==> config.mk <==
export PLATFORM = sky130hd
export DESIGN_NAME = decade_ctrl
export DESIGN_NICKNAME = d
export VERILOG_FILES = /design/src/rtl/decade_ctrl_pkg.sv /design/src/rtl/decade_ctrl_rise.sv /design/src/rtl/decade_ctrl.sv
export SDC_FILE = /design/constraint.sdc
export NUM_CORES = 1
export LEC_CHECK = 0
export CORE_MARGIN = 2
export CORE_UTILIZATION = 43
export DETAILED_ROUTE_END_ITERATION = 16
export PLACE_DENSITY = 0.73
export SETUP_SLACK_MARGIN = 0.15
export SYNTH_ARGS = -nofsm -noshare
export SYNTH_HDL_FRONTEND = slang
export SYNTH_SLANG_ARGS = --single-unit
==> constraint.sdc <==
create_clock -name clk -period 1.7 [get_ports clk]
set_clock_uncertainty 0.1 [all_clocks]
set_input_delay 0.34 -clock clk [delete_from_list [all_inputs] [get_ports clk]]
set_output_delay 0.34 -clock clk [all_outputs]
set_load 0.02 [all_outputs]
==> src/rtl/decade_ctrl_pkg.sv <==
// Shared state encoding and default parameters for the decade counter controller.
// Optional build macro: DECADE_CTRL_SYNC_EN (two-flop button synchronizers).
package decade_ctrl_pkg;

  localparam int STATE_W = 2;

  localparam logic [STATE_W-1:0] ST_IDLE  = 2'd0;
  localparam logic [STATE_W-1:0] ST_RUN   = 2'd1;
  localparam logic [STATE_W-1:0] ST_PAUSE = 2'd2;
  localparam logic [STATE_W-1:0] ST_DONE  = 2'd3;

  typedef enum logic [STATE_W-1:0] {
    IDLE  = ST_IDLE,
    RUN   = ST_RUN,
    PAUSE = ST_PAUSE,
    DONE  = ST_DONE
  } state_t;

  localparam int DEF_TC    = 9;
  localparam int DEF_LAPS  = 3;
  localparam int DEF_LAP_W = 4;

endpackage

==> src/rtl/decade_ctrl_rise.sv <==
// Button rising-edge detector producing a registered one-cycle command.
// With DECADE_CTRL_SYNC_EN defined, the button first crosses a two-flop synchronizer.
module rise_detect (
  input  logic clk,
  input  logic reset,
  input  logic in,
  output logic rise
);

  logic btn_s;
  logic prev_reg;
  logic rise_reg;

`ifdef DECADE_CTRL_SYNC_EN
  logic [1:0] sync_reg;

  always_ff @(posedge clk or posedge reset) begin
    if (reset) begin
      sync_reg <= 2'b00;
    end else begin
      sync_reg <= {sync_reg[0], in};
    end
  end

  assign btn_s = sync_reg[1];
`else
  assign btn_s = in;
`endif

  always_ff @(posedge clk or posedge reset) begin
    if (reset) begin
      prev_reg <= 1'b0;
      rise_reg <= 1'b0;
    end else begin
      prev_reg <= btn_s;
      rise_reg <= btn_s & ~prev_reg;
    end
  end

  assign rise = rise_reg;

endmodule

==> src/rtl/decade_ctrl.sv <==
// Run/pause/stop sequencer for the decade counter: button commands, lap counting, DONE after LAPS wraps.
// Optional build macro: DECADE_CTRL_SYNC_EN (adds two-flop synchronizers on the buttons).
module decade_ctrl
  import decade_ctrl_pkg::*;
#(
  parameter int LAPS  = DEF_LAPS,
  parameter int LAP_W = DEF_LAP_W,
  parameter int TC    = DEF_TC
) (
  input  logic             clk,
  input  logic             reset,
  input  logic             start,
  input  logic             stop,
  input  logic             clear,
  input  logic [3:0]       count,
  output logic             cnt_en,
  output logic             cnt_clr,
  output logic             busy,
  output logic             done,
  output logic             wrap,
  output logic [LAP_W-1:0] lap
);

  localparam logic [3:0]       TC_V   = 4'(TC);
  localparam logic [LAP_W-1:0] LAPS_V = LAP_W'(LAPS);

  logic [2:0] btn;
  logic [2:0] btn_rise;
  logic       start_rise, stop_rise, clear_rise;

  assign btn = {clear, stop, start};

  genvar gi;
  generate
    for (gi = 0; gi < 3; gi++) begin : g_btn
      rise_detect u_rise (
        .clk  (clk),
        .reset(reset),
        .in   (btn[gi]),
        .rise (btn_rise[gi])
      );
    end
  endgenerate

  assign start_rise = btn_rise[0];
  assign stop_rise  = btn_rise[1];
  assign clear_rise = btn_rise[2];

  state_t           state_reg, state_next;
  logic [LAP_W-1:0] lap_reg, lap_next, lap_inc;
  logic             cnt_en_reg, cnt_clr_reg, busy_reg, done_reg, wrap_reg;
  logic             clr_next, wrap_next, wrap_evt;

  // The datapath only advances when enabled and not being cleared.
  assign wrap_evt = cnt_en_reg & ~cnt_clr_reg & (count == TC_V);
  assign lap_inc  = lap_reg + LAP_W'(1);

  always_comb begin
    state_next = state_reg;
    lap_next   = lap_reg;
    clr_next   = 1'b0;
    wrap_next  = 1'b0;
    if (clear_rise) begin
      state_next = IDLE;
      lap_next   = '0;
      clr_next   = 1'b1;
    end else if (wrap_evt) begin
      lap_next  = lap_inc;
      wrap_next = 1'b1;
      if (lap_inc == LAPS_V) begin
        state_next = DONE;
      end else if (stop_rise) begin
        state_next = PAUSE;
      end
    end else if (stop_rise && state_reg == RUN) begin
      state_next = PAUSE;
    end else if (start_rise) begin
      case (state_reg)
        IDLE, DONE: begin
          state_next = RUN;
          lap_next   = '0;
          clr_next   = 1'b1;
        end
        PAUSE:   state_next = RUN;
        default: state_next = state_reg;
      endcase
    end
  end

  always_ff @(posedge clk or posedge reset) begin
    if (reset) begin
      state_reg   <= IDLE;
      lap_reg     <= '0;
      cnt_en_reg  <= 1'b0;
      cnt_clr_reg <= 1'b0;
      busy_reg    <= 1'b0;
      done_reg    <= 1'b0;
      wrap_reg    <= 1'b0;
    end else begin
      state_reg   <= state_next;
      lap_reg     <= lap_next;
      cnt_clr_reg <= clr_next;
      wrap_reg    <= wrap_next;
      cnt_en_reg  <= (state_next == RUN);
      busy_reg    <= (state_next == RUN) || (state_next == PAUSE);
      done_reg    <= (state_next == DONE);
    end
  end

  assign cnt_en  = cnt_en_reg;
  assign cnt_clr = cnt_clr_reg;
  assign busy    = busy_reg;
  assign done    = done_reg;
  assign wrap    = wrap_reg;
  assign lap     = lap_reg;

endmodule

==> flow_metrics.env <==
export IMPL_status="complete, but fails checks"
export IMPL_violations="negative setup slack"
export IMPL_critPathMaxStageDelay_ns=0.46
export IMPL_fin_crit_ns=1.80
export IMPL_synth_top_area_share_pct=53.5
export IMPL_path_class="flip-flop to flip-flop"
export IMPL_dieArea_um2=2210
export IMPL_crit_required_ns=1.83
export IMPL_place_inst=119
export IMPL_instances_no_fill=123
export IMPL_synth_top_cells_by_count="dfrtp_1, nor2b_1, ha_1"
export IMPL_grt_max_degree=18
export IMPL_synth_main_ff_cell="dfrtp_1"
export IMPL_synth_seq_cells=17
export IMPL_hold_viol_final=0
export IMPL_synth_async_reset_ratio_pct=100
export IMPL_largest_register_ffs=4
export IMPL_leakage_nw=0.513
export IMPL_place_area_um2=1120
export IMPL_drtPass1Iterations=4
export IMPL_cts_made_buffers=3
export IMPL_critical_path_max_fanout=4
export IMPL_cp_end_kind="flip-flop"
export IMPL_max_slew_margin_pct=70.8
export IMPL_synth_area_leader_cell="dfrtp_1"
export IMPL_dp_hpwl_um=1250
export IMPL_syn_inst=66
export IMPL_path_cells="inv_2 > ha_4 > and3_1 > a31oi_4 > a221oi_4 > ha_1 > inv_1"
export IMPL_power_total_mw=0.891
export IMPL_ctsHoldBuffers=0
export IMPL_grt_pass1_wl_um=2750
export IMPL_max_freq_mhz=556
export IMPL_antenna_found_initial=0
export IMPL_first_global_vias=620
export IMPL_setup_viol=2
export IMPL_post_cts_buffers=0
export IMPL_cts_root_buf="clkbuf_4"
export IMPL_slowest_stage="dfrtp_2"
export IMPL_io_buffers=17
export IMPL_diodes=0
export IMPL_numClockSinks=17
export IMPL_syn_num_nets=80
export IMPL_gp_congestion=0.724
export IMPL_htree_levels=1
export IMPL_drive_gt1_share_pct=34.7
export IMPL_cap_violations=0
export IMPL_wl_per_cell_um=13.9
export IMPL_whs_ns=0.255
export IMPL_rsz0062_at_grt="true"
export IMPL_syn_area_per_cell_um2=12.1
export IMPL_wl_um=1710
export IMPL_cp_arrival_ns=1.93
export IMPL_min_path_type="input pin to async pin"
export IMPL_synth_area_leaders="dfrtp_1, ha_1, nor2b_1"
export IMPL_via_per_inst=5.11
export IMPL_drv_slew=0
export IMPL_max_slew_worst_pin_slew_ns=0.437
export IMPL_area_growth_synth_to_final_pct=47.0
export IMPL_yosys_cell_count_top_type="dfrtp_1"
export IMPL_dr_total_vias=628
export IMPL_path_depth=7
export IMPL_ant_nets=0
export IMPL_power_density_nw_per_um2=762
export IMPL_design_core_area_um2=1730
export IMPL_start_kind="flip-flop"
export IMPL_setup_ws_ns=-0.0976
export IMPL_pin_count=18
export IMPL_clock_latency_ns=0.28
export IMPL_ir_drop_mv=0.779
export IMPL_path_clk_slew_ns=0.09
export IMPL_critPathBufInv=2
export IMPL_layout_worst_path_cycle_share_pct=106
export IMPL_drc=0
export IMPL_fp_dieW_um=47.0
export IMPL_synth_distinct_cells=28
export IMPL_grt_util_all_layers_pct=18.5
export IMPL_cp_top_family="flip-flops"
export IMPL_synth_edf_count=0
export IMPL_grt_ovfl_total=0
export IMPL_die_y_um=47.0
export IMPL_synth_area_um2=796
export IMPL_drtIter0Drc=6
export IMPL_rows=15
export IMPL_ys_seq_area_share_pct=53.5
export IMPL_start_util_pct=46.1
export IMPL_ys_warn_count=0
export IMPL_nets=113
export IMPL_fin_area_um2=1170
export IMPL_reg2reg_depth=7
export IMPL_tritoncts="done"
export IMPL_cts_buffer_depth=2
## where the power goes
group / internal, mW / switching [mW]
Clock: 0.0911 / 0.121
Combinational: 0.102 / 0.112
Sequential: 0.442 / 0.0243
## layer usage
layer	vias to the layer above	GRT usage (%)	routed length, um	part of all wire [%]
met3	4	3.85	57	3.3
met2	14	27.7	862	50
met5	-	0	0	0
li1	314	-	-	-
met4	0	10.6	28	1.6
met1	296	25.0	763	45
## cell families after synthesis
logic type / Yosys count / share of synthesized area [%]
flops: 17 / 53.5
fa+ha+maj: 5 / 7.86
simple gates: 24 / 20.1
compound gates: 14 / 15.1
buf+inv: 5 / 2.36
xor+xnor: 1 / 1.10
## layout by cell type, fill, tap and decap left out, drive strengths merged
cell type / synthesis / layout
nor2b: 6 / 6
a311o: 1 / 1
a21bo: 1 / 1
dlygate4sd2: 0 / 5
nor4b: 1 / 1
nor3: 2 / 2
nand2: 2 / 2
nand4bb: 1 / 1
buf: 0 / 14
nand3: 1 / 1
clkdlybuf4s50: 0 / 8
nor4: 2 / 2
a311oi: 1 / 1
a31oi: 2 / 2
ha: 5 / 5
a21oi: 2 / 2
inv: 4 / 4
and3: 1 / 1
clkdlybuf4s15: 0 / 2
a2bb2oi: 1 / 1
a221oi: 1 / 1
clkbuf: 1 / 4
a32o: 1 / 1
dfrtp: 17 / 17
nand2b: 3 / 3
and4bb: 1 / 1
a31o: 3 / 3
a2111oi: 1 / 1
xnor2: 1 / 1
nand3b: 1 / 1
nor2: 3 / 3
## layout make-up
class	count	area, um^2
multi-input combinational	44	424
inverter	4	15.0
timing repair buffer	29	244
clock buffer	4	26.3
tap	25	31.3
fill	137	557
sequential	17	429
## path summary, 6_finish.rpt
path,slack [ns],endpoint,start
max,-0.1,busy,lap[0]
min,0.25,lap[0],reset
max reg2reg,-0.1,busy,lap[0]
min reg2reg,0.30,g_btn[0].u_rise.rise,g_btn[0].u_rise.prev_reg
max in group asynchronous,1.05,lap[1],reset
min in group clk,0.30,g_btn[0].u_rise.rise,g_btn[0].u_rise.prev_reg
## timing repair
action / CTS / global route
gates resized for setup: 19 / 4
endpoints found under the setup margin: 15 / 13
endpoints found under the hold margin: 0 / 0
pin swaps: 3 / 4
## worst min-delay path: stages
cell	delay, ns
clkdlybuf4s50_1	0.39
inv_1	0.05
buf_4	0.23
## through the flow
step | setup TNS [ns] | worst slack (ns) | util [%]
final | -0.191 | -0.0976 | 67.8
after global routing | -0.397 | -0.190 | 67.8
after CTS | -0.204 | -0.109 | 66.6
after detailed placement | -0.974 | -0.269 | 64.9
after global placement | -0.840 | -0.254 | 64.9
after floorplan | -0.0712 | -0.0712 | -
(Power assumes the default switching activity.)
